**config.mk**
```make
export PLATFORM = sky130hd
export DESIGN_NAME = ps2_key_encoder
export DESIGN_NICKNAME = d
export VERILOG_FILES = /design/src/rtl/ps2_key_encoder.sv
export SDC_FILE = /design/constraint.sdc
export NUM_CORES = 1
export LEC_CHECK = 0
export BUFFER_PORTS_ARGS = -buffer_cell sky130_fd_sc_hd__buf_2
export CELL_PAD_IN_SITES_DETAIL_PLACEMENT = 1
export CELL_PAD_IN_SITES_GLOBAL_PLACEMENT = 1
export CORE_ASPECT_RATIO = 0.5
export CORE_UTILIZATION = 47
export CTS_CLUSTER_SIZE = 12
export DETAILED_ROUTE_END_ITERATION = 16
export MAX_ROUTING_LAYER = met4
export PLACE_DENSITY_LB_ADDON = 0.2
export SLEW_MARGIN = 20
export SYNTH_ARGS = -nofsm -noshare
export SYNTH_HDL_FRONTEND = slang
export SYNTH_SLANG_ARGS = --single-unit
```
**constraint.sdc**
```tcl
create_clock -name clk_sys -period 2.9 [get_ports clk_sys]
set_clock_uncertainty 0.15 [all_clocks]
set_input_delay 0.58 -clock clk_sys [delete_from_list [all_inputs] [get_ports clk_sys]]
set_output_delay 0.58 -clock clk_sys [all_outputs]
set_load 0.05 [all_outputs]
```
**src/rtl/ps2_key_encoder.sv**
```systemverilog
// PS/2 keyboard receiver: synchronise, filter, deframe, then fold E0/F0/E1 prefixes into an 11-bit key event.
// Define PS2KEY_PARITY_EN to reject frames whose odd parity check fails.
module ps2_key_encoder #(
  parameter int FILTER_LEN  = 8,
  parameter int TIMEOUT_CYC = 25000
) (
  input  logic        clk_sys,
  input  logic        reset,
  input  logic        ps2_clk_in,
  input  logic        ps2_data_in,
  output logic [10:0] ps2_key,
  output logic        byte_valid,
  output logic [7:0]  byte_data,
  output logic        frame_err
);

  localparam int FW = $clog2(FILTER_LEN + 1);
  localparam int WW = $clog2(TIMEOUT_CYC + 1);

  typedef enum logic [1:0] {IDLE, DATA, PARITY, STOP} state_e;

  logic [1:0]    clkSync_q, dataSync_q;
  logic          fclk_q, fclk_d;
  logic [FW-1:0] fcnt_q, fcnt_d;
  logic          strobe_q, strobe_d;
  logic          dataBit_q;
  state_e        state_q, state_d;
  logic [2:0]    bitCnt_q, bitCnt_d;
  logic [7:0]    shift_q, shift_d;
  logic [WW-1:0] wdog_q, wdog_d;
  logic          byteValid_q, byteValid_d;
  logic [7:0]    byteData_q, byteData_d;
  logic          frameErr_q, frameErr_d;
  logic          wdogExpire;
  logic          frameGood;
  logic          ext_q, ext_d, brk_q, brk_d;
  logic [2:0]    skip_q, skip_d;
  logic [10:0]   key_q, key_d;

`ifdef PS2KEY_PARITY_EN
  logic parity_q, parity_d;
  assign frameGood = dataBit_q & (^{shift_q, parity_q});
`else
  assign frameGood = dataBit_q;
`endif

  always_ff @(posedge clk_sys or posedge reset) begin
    if (reset) begin
      clkSync_q   <= 2'b11;
      dataSync_q  <= 2'b11;
      fclk_q      <= 1'b1;
      fcnt_q      <= '0;
      strobe_q    <= 1'b0;
      dataBit_q   <= 1'b1;
      state_q     <= IDLE;
      bitCnt_q    <= '0;
      shift_q     <= '0;
      wdog_q      <= '0;
      byteValid_q <= 1'b0;
      byteData_q  <= '0;
      frameErr_q  <= 1'b0;
      ext_q       <= 1'b0;
      brk_q       <= 1'b0;
      skip_q      <= '0;
      key_q       <= '0;
`ifdef PS2KEY_PARITY_EN
      parity_q    <= 1'b0;
`endif
    end else begin
      clkSync_q   <= {clkSync_q[0], ps2_clk_in};
      dataSync_q  <= {dataSync_q[0], ps2_data_in};
      fclk_q      <= fclk_d;
      fcnt_q      <= fcnt_d;
      strobe_q    <= strobe_d;
      dataBit_q   <= dataSync_q[1];
      state_q     <= state_d;
      bitCnt_q    <= bitCnt_d;
      shift_q     <= shift_d;
      wdog_q      <= wdog_d;
      byteValid_q <= byteValid_d;
      byteData_q  <= byteData_d;
      frameErr_q  <= frameErr_d;
      ext_q       <= ext_d;
      brk_q       <= brk_d;
      skip_q      <= skip_d;
      key_q       <= key_d;
`ifdef PS2KEY_PARITY_EN
      parity_q    <= parity_d;
`endif
    end
  end

  // Any disagreeing sample run shorter than FILTER_LEN restarts the count, so short glitches vanish.
  always_comb begin
    fclk_d = fclk_q;
    fcnt_d = '0;
    if (clkSync_q[1] != fclk_q) begin
      if (fcnt_q == FW'(FILTER_LEN - 1)) begin
        fclk_d = ~fclk_q;
      end else begin
        fcnt_d = fcnt_q + 1'b1;
      end
    end
    strobe_d = fclk_q & ~fclk_d;
  end

  // A strobe always beats a watchdog expiry landing on the same cycle.
  always_comb begin
    state_d     = state_q;
    bitCnt_d    = bitCnt_q;
    shift_d     = shift_q;
    wdog_d      = '0;
    byteValid_d = 1'b0;
    byteData_d  = byteData_q;
    frameErr_d  = 1'b0;
    wdogExpire  = 1'b0;
`ifdef PS2KEY_PARITY_EN
    parity_d    = parity_q;
`endif
    if (strobe_q) begin
      unique case (state_q)
        IDLE: begin
          if (!dataBit_q) begin
            state_d  = DATA;
            bitCnt_d = '0;
          end
        end
        DATA: begin
          shift_d  = {dataBit_q, shift_q[7:1]};
          bitCnt_d = bitCnt_q + 1'b1;
          if (bitCnt_q == 3'd7) state_d = PARITY;
        end
        PARITY: begin
`ifdef PS2KEY_PARITY_EN
          parity_d = dataBit_q;
`endif
          state_d = STOP;
        end
        STOP: begin
          if (frameGood) begin
            byteValid_d = 1'b1;
            byteData_d  = shift_q;
          end else begin
            frameErr_d = 1'b1;
          end
          state_d = IDLE;
        end
        default: state_d = IDLE;
      endcase
    end else if (state_q != IDLE) begin
      if (wdog_q == WW'(TIMEOUT_CYC - 1)) begin
        wdogExpire = 1'b1;
        frameErr_d = 1'b1;
        state_d    = IDLE;
      end else begin
        wdog_d = wdog_q + 1'b1;
      end
    end
  end

  // Controller responses and the Pause sequence never reach the key word.
  always_comb begin
    ext_d  = ext_q;
    brk_d  = brk_q;
    skip_d = skip_q;
    key_d  = key_q;
    if (wdogExpire) begin
      ext_d  = 1'b0;
      brk_d  = 1'b0;
      skip_d = '0;
    end else if (byteValid_q) begin
      if (skip_q != 3'd0) begin
        skip_d = skip_q - 1'b1;
      end else begin
        unique case (byteData_q)
          8'hE0: ext_d  = 1'b1;
          8'hF0: brk_d  = 1'b1;
          8'hE1: skip_d = 3'd7;
          8'hAA, 8'hFA, 8'hEE, 8'hFE, 8'h00, 8'hFF: begin
            ext_d = 1'b0;
            brk_d = 1'b0;
          end
          default: begin
            key_d = {~key_q[10], ~brk_q, ext_q, byteData_q};
            ext_d = 1'b0;
            brk_d = 1'b0;
          end
        endcase
      end
    end
  end

  assign ps2_key    = key_q;
  assign byte_valid = byteValid_q;
  assign byte_data  = byteData_q;
  assign frame_err  = frameErr_q;

endmodule
```
==> summary.md <==
| Metric | Value |
|---|---|
| Outcome | finished with violations |
| Failing checks | DRC |
| Arrival @ worst endpoint | 2370 ps |
| Worst Hold Class | in2async |
| Fin crit period | 2311 ps |
| Met2 Use GR | 36.43% |
| Clk sink count | 65 |
| Mapped Cells | 238 |
| Routed length per instance | 17.46 um |
| Clk pwr share | 50.8% |
| Post-CTS setup buffers | 0 |
| Hold Violations, Final | 0 |
| Worst Path Max Fanout | 11 |
| Clock Tree Buf Depth | 2 |
| PortBufs | 24 |
| Avg Cell Area, Syn | 11.86 um^2 |
| Tcrit/Tclk final | 79.70% |
| Worst Setup End Kind | register |
| Post-CTS sizing | 0 |
| Buf/Inv on CP | 1 |
| Post-synthesis register bit count | 65 |
| Sequential power share | 45.6% |
| Met1 usage | 28.62% |
| Share of post-route cells with drive strength above 1 | 23.38% |
| CTS tree | built |
| Unrepaired setup endpoints after global routing | no |
| Routed WL | 6130 um |
| Switching Share | 21.37% |
| DRC | 2 |
| Sw Pwr | 451.7 uW |
| Top Family by Delay on Critical Path | simple AND/OR/NAND/NOR gates |
| Initial Util | 50.10% |
| TNS Setup | 0 ps |
| Power Density | 630.3 mW/mm^2 |
| Initial antenna violation count | 0 |
| Final nets | 286 |
| # hold bufs at CTS | 0 |
| H-Tree Depth | 3 |
| Static Leak | 0.001615 uW |
| Hpwl dp | 4082 um |
| Max Freq | 0.4327 GHz |
| Least-Margin Pin Slew | 528.9 ps |
| Area growth syn-to-layout | 18.79% |
| Sequential cell area fraction in the yosys report | 57.89% |
| Synth Cell Area | 0.002823 mm^2 |
| CTS Root Cell | clkbuf_16 |
| Die height | 56.80 um |
| Ys flop type | dfrtp_1 |
| Worst Path Required | 2960 ps |
| Vias | 1,929 |
| Netlist cell types | 40 |
| Area of the core | 0.005634 mm^2 |
| Final-report setup violation count | 0 |
| Grt ovf | 0 |
| Slew HR | 64.64% |
| I/O Pins | 25 |
| Worst-Skew Late Latency | 330 ps |
| Ys async rst share | 100.0% |
| CTS clk-pin slew, worst paths | 50 ps |
| Yosys Warn Count | 0 |
| Max Cap Viol | 0 |
| Number of global-route vias before repair | 2,064 |
| Peak supply drop | 0.0004449 V |
| Row cnt | 19 |
| CP max stage delay | 550 ps |
| Routed Antenna Nets | 0 |
| Max-slew violation count | 0 |
| Kind of critical path | reg2reg |
| Die W | 111.6 um |
| Mapped Nets | 251 |
| Crit-path cells | ha_1 > nand3_1 > or4_4 > nor3_4 > nor4_2 > buf_4 > mux2_1 |
| Ant diodes | 0 |
| Vias per inst | 5.496 |
| CTS Buf Count | 9 |
| Slowest stage cell, crit path | or4_4 |
| Largest net degree at the start of global routing | 24 |
| Die Area | 0.006339 mm^2 |
| EDFF count, synth | 0 |
| Routability cong. | 0.7528 |
| Worst setup SP type | register |
| Total power | 2114 uW |
| Logic pwr share | 3.6% |
| Violation count after the first detailed-routing iteration | 38 |
| First-pass GRT wire length | 10,580 um |
| Internal power | 1662 uW |
| Gr usage total | 23.36% |
| Number of fill cells | 599 |
| Initial DRT Pass Iterations | 10 |
| M3 GR Usage | 7.991% |
| Grt peak-use layer | met2 |
cell usage after synthesis (3+ instances only):
master / instances / area [um^2]
nand3_1: 9 / 45.04
dfrtp_1: 59 / 1476
xor2_1: 6 / 52.55
and3_1: 3 / 18.77
nand2_1: 13 / 48.80
clkbuf_1: 3 / 11.26
o21ai_0: 5 / 25.02
ha_1: 9 / 112.6
nor3_1: 3 / 15.01
nor4_1: 4 / 25.02
nor2_1: 22 / 82.58
mux2_1: 14 / 157.7
dfstp_2: 6 / 157.7
nand4_1: 3 / 18.77
a21oi_1: 12 / 60.06
inv_1: 13 / 48.80
or3_1: 5 / 31.28
mux2_2: 13 / 146.4
xnor2_1: 7 / 61.31
stage by stage:
step	setup slack [ps]	area [um^2]	utilization (%)	hold WS, ps	cells
3_5_place_dp	579.8	3054	54.21	201.1	335
3_3_place_gp	662.8	3054	54.21	198.5	335
5_1_grt	432.3	3353	59.52	159.9	351
4_1_cts	571.9	3353	59.52	135.8	351
6_report	588.8	3353	59.52	120.2	351
2_1_floorplan	504.3	2823	-	195.2	238
layout make-up:
| type | instances | area (um^2) | share of cell area, % |
|---|---|---|---|
| Clock buffer | 12 | 246.5 | 7.351 |
| Clock inverter | 4 | 52.55 | 1.567 |
| Inverter | 13 | 48.80 | 1.455 |
| Multi-Input combinational cell | 156 | 1130 | 33.69 |
| Sequential cell | 65 | 1634 | 48.73 |
| Tap cell | 73 | 91.34 | 2.724 |
| Timing Repair Buffer | 28 | 150.1 | 4.478 |
path summary, 6_finish.rpt:
kind / endpoint / depth (start not counted) / slack [ps] / start
worst max-delay path: ps2_key[0] / 7 / 590 / wdog_q[0]
worst min-delay path: wdog_q[7] / 2 / 120 / reset
worst max register to register: ps2_key[0] / 7 / 590 / wdog_q[0]
worst min register to register: dataBit_q / 0 / 210 / dataSync_q[1]
max in group asynchronous: dataSync_q[1] / 3 / 1760 / reset
min in group clk_sys: clkSync_q[0] / 1 / 190 / ps2_clk_in
flip-flops by register name, summed over array words and instances, names as in the netlist:
| name | flops |
|---|---|
| ext_q | 1 |
| skip_q | 3 |
| dataSync_q | 2 |
| byte_valid | 1 |
| clkSync_q | 2 |
| wdog_q | 15 |
| brk_q | 1 |
| dataBit_q | 1 |
| fclk_q | 1 |
| byte_data | 8 |
| ps2_key | 11 |
| frame_err | 1 |
| bitCnt_q | 3 |
| strobe_q | 1 |
| shift_q | 8 |
| state_q | 2 |
| fcnt_q | 4 |
placed cells by master (no fill, tap or decap), types with 6 or more instances in the layout:
cell type   n
nand3_1     9
clkbuf_16   9
mux2_1     14
a21oi_1    12
dfstp_2     6
xnor2_1     7
buf_2      24
dfrtp_1    59
xor2_1      6
nor2_1     22
inv_1      12
mux2_2     13
nand2_1    13
ha_1        9
cell families after synthesis:
logic type	synth area share, %
AO/OA/AOI/OAI	6.250
multiplexers	11.13
XOR/XNOR	4.034
buffers and inverters	2.305
adder cells (fa/ha/maj)	3.989
AND/OR/NAND/NOR	14.41
flip-flops	57.89
per-layer routing:
layer / vias up / share of wire (%) / routed length [um]
met5: - / 0 / 0
li1: 908 / - / -
met1: 978 / 48 / 2922
met2: 30 / 47 / 2888
met3: 13 / 3.3 / 204
met4: 0 / 1.9 / 115
power groups by stage:
| stage | combinational [uW] | clock [uW] | sequential, uW |
|---|---|---|---|
| 2_1_floorplan | 57.6 | 0 | 972 |
| 3_3_place_gp | 71.7 | 0 | 975 |
| 3_5_place_dp | 75.8 | 0 | 978 |
| 4_1_cts | 78.9 | 1090 | 963 |
| 5_1_grt | 88.6 | 1140 | 966 |
| 6_report | 76.5 | 1070 | 964 |
Note: power is estimated with default switching activity, not from simulation.
